**src/rtl/multicycle_control.sv**
```systemverilog
// multicycle_control: main control FSM of the multicycle RISC-V core.
// In: clk, rst_n, opcode, mem_ready. Out: datapath selects/strobes, retire/illegal, retired_cnt, state.
module multicycle_control #(
  parameter int CNT_W = 32
) (
  input  logic             clk,
  input  logic             rst_n,
  input  logic [6:0]       opcode,
  input  logic             mem_ready,
  output logic [1:0]       aluOp,
  output logic             alu_src_a,
  output logic [1:0]       alu_src_b,
  output logic             iord,
  output logic             mem_read,
  output logic             mem_write,
  output logic             ir_write,
  output logic             pc_write,
  output logic             pc_write_cond,
  output logic             pc_src,
  output logic             reg_write,
  output logic             mem_to_reg,
  output logic             retire,
  output logic             illegal,
  output logic [CNT_W-1:0] retired_cnt,
  output logic [3:0]       state
);

  localparam logic [6:0] OP_LOAD   = 7'b0000011;
  localparam logic [6:0] OP_STORE  = 7'b0100011;
  localparam logic [6:0] OP_RTYPE  = 7'b0110011;
  localparam logic [6:0] OP_BRANCH = 7'b1100011;

  typedef enum logic [3:0] {
    S_FETCH    = 4'd0,
    S_DECODE   = 4'd1,
    S_MEM_ADDR = 4'd2,
    S_MEM_RD   = 4'd3,
    S_LOAD_WB  = 4'd4,
    S_MEM_WR   = 4'd5,
    S_EXEC_R   = 4'd6,
    S_R_WB     = 4'd7,
    S_BRANCH   = 4'd8
  } state_e;

  typedef struct packed {
    logic [1:0] alu_op;
    logic       src_a;
    logic [1:0] src_b;
    logic       iord;
    logic       mem_read;
    logic       mem_write;
    logic       ir_write;
    logic       pc_write;
    logic       pc_write_cond;
    logic       pc_src;
    logic       reg_write;
    logic       mem_to_reg;
    logic       retire;
    logic       illegal;
  } ctrl_t;

  state_e           state_q, state_d;
  logic [6:0]       opcode_q, opcode_d;
  logic [CNT_W-1:0] cnt_q, cnt_d;
  ctrl_t            c;

  always_comb begin
    state_d  = state_q;
    opcode_d = opcode_q;
    c        = '0;
    case (state_q)
      S_FETCH: begin
        c.mem_read = 1'b1;
        c.src_b    = 2'b01;
        if (mem_ready) begin
          c.ir_write = 1'b1;
          c.pc_write = 1'b1;
          state_d    = S_DECODE;
        end
      end
      S_DECODE: begin
        c.src_b  = 2'b10;
        opcode_d = opcode;
        unique case (1'b1)
          (opcode == OP_LOAD),
          (opcode == OP_STORE):  state_d = S_MEM_ADDR;
          (opcode == OP_RTYPE):  state_d = S_EXEC_R;
          (opcode == OP_BRANCH): state_d = S_BRANCH;
          default: begin
            c.illegal = 1'b1;
            state_d   = S_FETCH;
          end
        endcase
      end
      S_MEM_ADDR: begin
        c.src_a = 1'b1;
        c.src_b = 2'b10;
        unique case (1'b1)
          (opcode_q == OP_LOAD):  state_d = S_MEM_RD;
          (opcode_q == OP_STORE): state_d = S_MEM_WR;
          default:                state_d = S_FETCH;
        endcase
      end
      S_MEM_RD: begin
        c.mem_read = 1'b1;
        c.iord     = 1'b1;
        if (mem_ready) state_d = S_LOAD_WB;
      end
      S_LOAD_WB: begin
        c.reg_write  = 1'b1;
        c.mem_to_reg = 1'b1;
        c.retire     = 1'b1;
        state_d      = S_FETCH;
      end
      S_MEM_WR: begin
        c.mem_write = 1'b1;
        c.iord      = 1'b1;
        if (mem_ready) begin
          c.retire = 1'b1;
          state_d  = S_FETCH;
        end
      end
      S_EXEC_R: begin
        c.src_a  = 1'b1;
        c.alu_op = 2'b10;
        state_d  = S_R_WB;
      end
      S_R_WB: begin
        c.reg_write = 1'b1;
        c.retire    = 1'b1;
        state_d     = S_FETCH;
      end
      S_BRANCH: begin
        c.src_a         = 1'b1;
        c.alu_op        = 2'b01;
        c.pc_write_cond = 1'b1;
        c.pc_src        = 1'b1;
        c.retire        = 1'b1;
        state_d         = S_FETCH;
      end
      default: state_d = S_FETCH;
    endcase
  end

  assign cnt_d = c.retire ? cnt_q + CNT_W'(1) : cnt_q;

  always_ff @(posedge clk or negedge rst_n) begin
    if (!rst_n) begin
      state_q  <= S_FETCH;
      opcode_q <= '0;
      cnt_q    <= '0;
    end else begin
      state_q  <= state_d;
      opcode_q <= opcode_d;
      cnt_q    <= cnt_d;
    end
  end

  // Strobes are gated by rst_n so nothing fires while reset is held.
  assign {aluOp, alu_src_a, alu_src_b, iord, mem_read, mem_write,
          ir_write, pc_write, pc_write_cond, pc_src, reg_write,
          mem_to_reg, retire, illegal} = rst_n ? c : '0;

  assign retired_cnt = cnt_q;
  assign state       = state_q;

endmodule

```
**config.mk**
```make
export PLATFORM = sky130hd
export DESIGN_NAME = multicycle_control
export DESIGN_NICKNAME = d
export VERILOG_FILES = /design/src/rtl/multicycle_control.sv
export SDC_FILE = /design/constraint.sdc
export NUM_CORES = 1
export LEC_CHECK = 0
export BUFFER_PORTS_ARGS = -buffer_cell sky130_fd_sc_hd__buf_2
export CAP_MARGIN = 10
export CORE_ASPECT_RATIO = 0.8
export CORE_MARGIN = 5
export CORE_UTILIZATION = 33
export DETAILED_ROUTE_END_ITERATION = 10
export GPL_ROUTABILITY_DRIVEN = 0
export PLACE_DENSITY = 0.66
export SLEW_MARGIN = 25
export SYNTH_ARGS = -nofsm -noshare
export SYNTH_HDL_FRONTEND = slang
export SYNTH_SLANG_ARGS = --single-unit
```
**constraint.sdc**
```tcl
create_clock -name clk -period 1.7 [get_ports clk]
set_input_delay 0.425 -clock clk [delete_from_list [all_inputs] [get_ports clk]]
set_output_delay 0.425 -clock clk [all_outputs]
set_load 0.03 [all_outputs]
```
==> results.py <==
metrics = {
    "global_routing": {
        "grtUsageMet1": 0.2001,
        "grt_pass1_vias": 2116,
        "grt.busiest_layer": "met2",
        "grt.total_usage": 0.1498,
        "use_met3": 0.03904,
        "grt_pass1_wl_mm": 10.30,
        "use_met2": 0.2341,
        "antenna_found_initial": 0,
        "globalRouteOverflowTotal": 0,
        "grt_max_degree": 32,
    },
    "timing": {
        "fin_ws_ps": -357.0,
        "maxSlewViolCount": 0,
        "max_slew.worst_pin.slew_ps": 413.8,
        "tns_ps": -10230,
        "relSlewSlack": 0.7242,
        "fmax_mhz": 486.1,
        "grt_setup_unrepaired": "true",
        "period_needed_ps": 2057,
        "hold_violations": 0,
        "fin_worst_skew_ps": 5.002,
        "layout_worst_path_cycle_share": 1.210,
        "finalSetupViolations": 46,
    },
    "yosys": {
        "synthDistinctLibCells": 45,
        "synth_top_family_by_area": "simple AND/OR/NAND/NOR gates",
        "synth_edf_count": 0,
        "synthSimpleGateAreaFrac": 0.2465,
        "synth_xor_area_frac": 0.1260,
        "synth-compound-area-share": 0.07470,
        "synth_fp_nets": 229,
        "yosys_warnings": 0,
        "ys_ff_latch": 43,
        "synth_mux_area_frac": 0.03435,
        "synthCells": 218,
        "async_reset_ff_frac": 1.000,
        "synthFlopType": "dfrtp_1",
        "seq_area_frac_synth": 0.4689,
        "synth_area_um2": 2295,
        "synth_area_per_cell_um2": 10.53,
        "synthAdderAreaFrac": 0.005453,
    },
    "power_and_ir_drop": {
        "seq_power_share": 0.445,
        "cell_internal_pwr_mw": 1.859,
        "power_frac_comb": 0.182,
        "p_leak_nw": 1.603,
        "p_clk_frac": 0.373,
        "power_per_cell_area_nw_per_um2": 707.4,
        "p_sw_frac": 0.2635,
        "switchingPower_uw": 664.9,
        "vdd_drop_max_mv": 0.5582,
    },
    "worst_setup_path": {
        "startpoint": "state[1]",
        "critPathKind": "reg2out",
        "rr_endpoint": "retired_cnt[20]",
        "timing.rr.start": "state[1]",
        "path_cells": "buf_4 > a211o_4 > and2_4 > nor2b_4 > buf_6",
        "worstSetupEndpointType": "primary output",
        "slowest_stage": "dfrtp_2",
        "crit_path_max_incr_delay_ps": 470,
        "arrival_ps": 1630,
        "r2r_slack_ps": -300,
        "crit_end": "retire",
        "crit_fanout": 6,
        "rr_worst_depth": 7,
        "crit_required_ps": 1270,
        "critPathLaunchType": "register",
    },
    "floorplan": {
        "start_util": 0.3363,
        "fp-row-count": 27,
        "die_h_um": 84.59,
        "core_um2": 6824,
        "io_pins": 62,
        "fp.dieArea_um2": 8732,
        "die_w_um": 103.2,
    },
    "cells_and_area": {
        "num_antenna_cells": 0,
        "syn_to_final_growth_pct": 55.45,
        "nets": 345,
        "regArea_um2": 1081,
        "fillers": 617,
        "multi_input_area_um2": 1365,
        "final_core_util": 0.5227,
        "drive_gt1_frac": 0.5552,
    },
    "status": {
        "violations": "negative setup slack",
        "outcome": "finished with violations",
    },
    "drt": {
        "vias": 2063,
        "drt_iter0_drc": 53,
        "ant_nets": 0,
        "drt-total-wl_mm": 6.237,
        "route.detailed.drc": 0,
        "drt-pass1-iter-count": 4,
        "vias_per_cell": 4.889,
        "post_drt_wl_per_cell_um": 14.78,
    },
    "place": {
        "placement.io_buffers": 61,
        "dp_hpwl_mm": 4.528,
        "dp_worst_setup_slack_ps": -241.3,
    },
    "cts": {
        "path_clk_slew_ps": 80,
        "cts_tree": "built",
        "clk_latency_ps": 290,
        "cts_root_buf": "clkbuf_8",
        "numCtsBuffers": 5,
        "htreeDepth": 2,
        "ctsLongestPathBuffers": 2,
        "clock_sinks": 43,
        "cts-hold-fix-buffers": 0,
    },
    "flow_run": {
        "max_cap_violations": 0,
    },
    "hold_path": {
        "hold_path_class": "in2async",
    },
}
## cells in the final DEF, fill, tap and decap left out, types with 3 or more instances in the layout
cell type	Yosys	routed
a21oi_1	6	4
and3_1	6	6
and3_2	3	3
buf_2	1	46
buf_4	3	47
buf_6	3	24
clkbuf_8	1	5
dfrtp_1	43	39
dfrtp_2	0	4
inv_1	7	7
mux2_2	7	7
nand2_1	16	13
nand2_2	0	3
nand2b_4	0	5
nand3_1	12	8
nand3_2	0	3
nand4_1	11	11
nor2_1	18	6
nor2_2	0	8
nor2_4	0	4
nor3_4	1	5
nor4_1	4	3
o21ai_0	5	4
xnor2_1	25	23
xor2_1	8	8
## kinds of logic after synthesis
| kind of cell | Yosys count |
|---|---|
| mux | 7 |
| buf+inv | 15 |
| xor+xnor | 33 |
| simple gates | 97 |
| flops | 43 |
| fa+ha+maj | 1 |
| compound gates | 22 |
## worst min-delay path by stage
stage | to | slack (ps) | from | cells past startpoint
CTS | retired_cnt[15] | 120 | rst_n | 2
finish | retired_cnt[14] | 130 | rst_n | 2
floorplan | opcode_q[0] | 130 | rst_n | 0
global route | retired_cnt[14] | 130 | rst_n | 2
global placement | retired_cnt[15] | 450 | rst_n | 2
detailed placement | retired_cnt[14] | 440 | rst_n | 2
## Yosys cell counts, types with 2 or more instances
cell type,n,area share
xnor2_1,25,0.095
dfrtp_1,43,0.47
and3_2,3,0.0098
nor3_2,3,0.013
nor2b_1,2,0.0055
nand2b_1,6,0.016
nand3_1,12,0.026
nor3_1,3,0.0065
buf_6,3,0.015
buf_4,3,0.0098
nand4_1,11,0.030
nor4_1,4,0.011
o21ai_0,5,0.011
a211oi_1,2,0.0065
mux2_2,7,0.034
inv_1,7,0.011
a21oi_1,6,0.013
xor2_1,8,0.031
nand2_1,16,0.026
and2_1,2,0.0055
nor2_1,18,0.029
and3_1,6,0.016
## layer usage
| metal | part of all wire | wire [um] |
|---|---|---|
| met5 | 0 | 0 |
| met4 | 0.019 | 118 |
| met3 | 0.042 | 261 |
| met2 | 0.48 | 2975 |
| met1 | 0.46 | 2881 |
## power groups by stage
stage | registers [mW] | logic [mW] | clock network, mW
2_1_floorplan | 1.22 | 0.170 | 0
3_3_place_gp | 1.14 | 0.421 | 0
3_5_place_dp | 1.14 | 0.429 | 0
4_1_cts | 1.12 | 0.459 | 0.970
5_1_grt | 1.13 | 0.500 | 1.02
6_report | 1.12 | 0.459 | 0.940
## critical path, delay by kind of cell (launching register included)
kind / cells / cell delay (ps)
DFF: 1 / 470
AOI/OAI and AO/OA: 1 / 300
and+or+nand+nor: 2 / 270
buffers and inverters: 2 / 290
## registers in the layout, summed over array words and instances, names as in the netlist
| register | count |
|---|---|
| retired_cnt | 32 |
| opcode_q | 7 |
| state | 4 |
## per-stage QoR
| stage | instance area (um^2) | hold WS, ps | power [mW] | cells |
|---|---|---|---|---|
| floorplan | 2380 | 129.4 | 1.386 | 218 |
| global placement | 3062 | 447.9 | 1.559 | 404 |
| detailed placement | 3062 | 443.8 | 1.573 | 404 |
| CTS | 3500 | 119.8 | 2.553 | 422 |
| global route | 3567 | 131.5 | 2.652 | 422 |
| finish | 3567 | 134.6 | 2.524 | 422 |
## area by class of cell
cell class | count | share of cell area
clock buffers | 6 | 0.02034
clock inverters | 2 | 0.01684
inverters | 7 | 0.007366
multi-input cells | 160 | 0.3827
flip-flops and latches | 43 | 0.3031
well taps | 87 | 0.03052
repair buffers | 117 | 0.2392
## timing repair
item                                    CTS  global route
setup buffers                            10             1
endpoints found under the setup margin   46            48
pin swaps                                13             6
gates resized for setup                  63            14
cloned                                    1             0
Power figures use the tool's default switching activity.
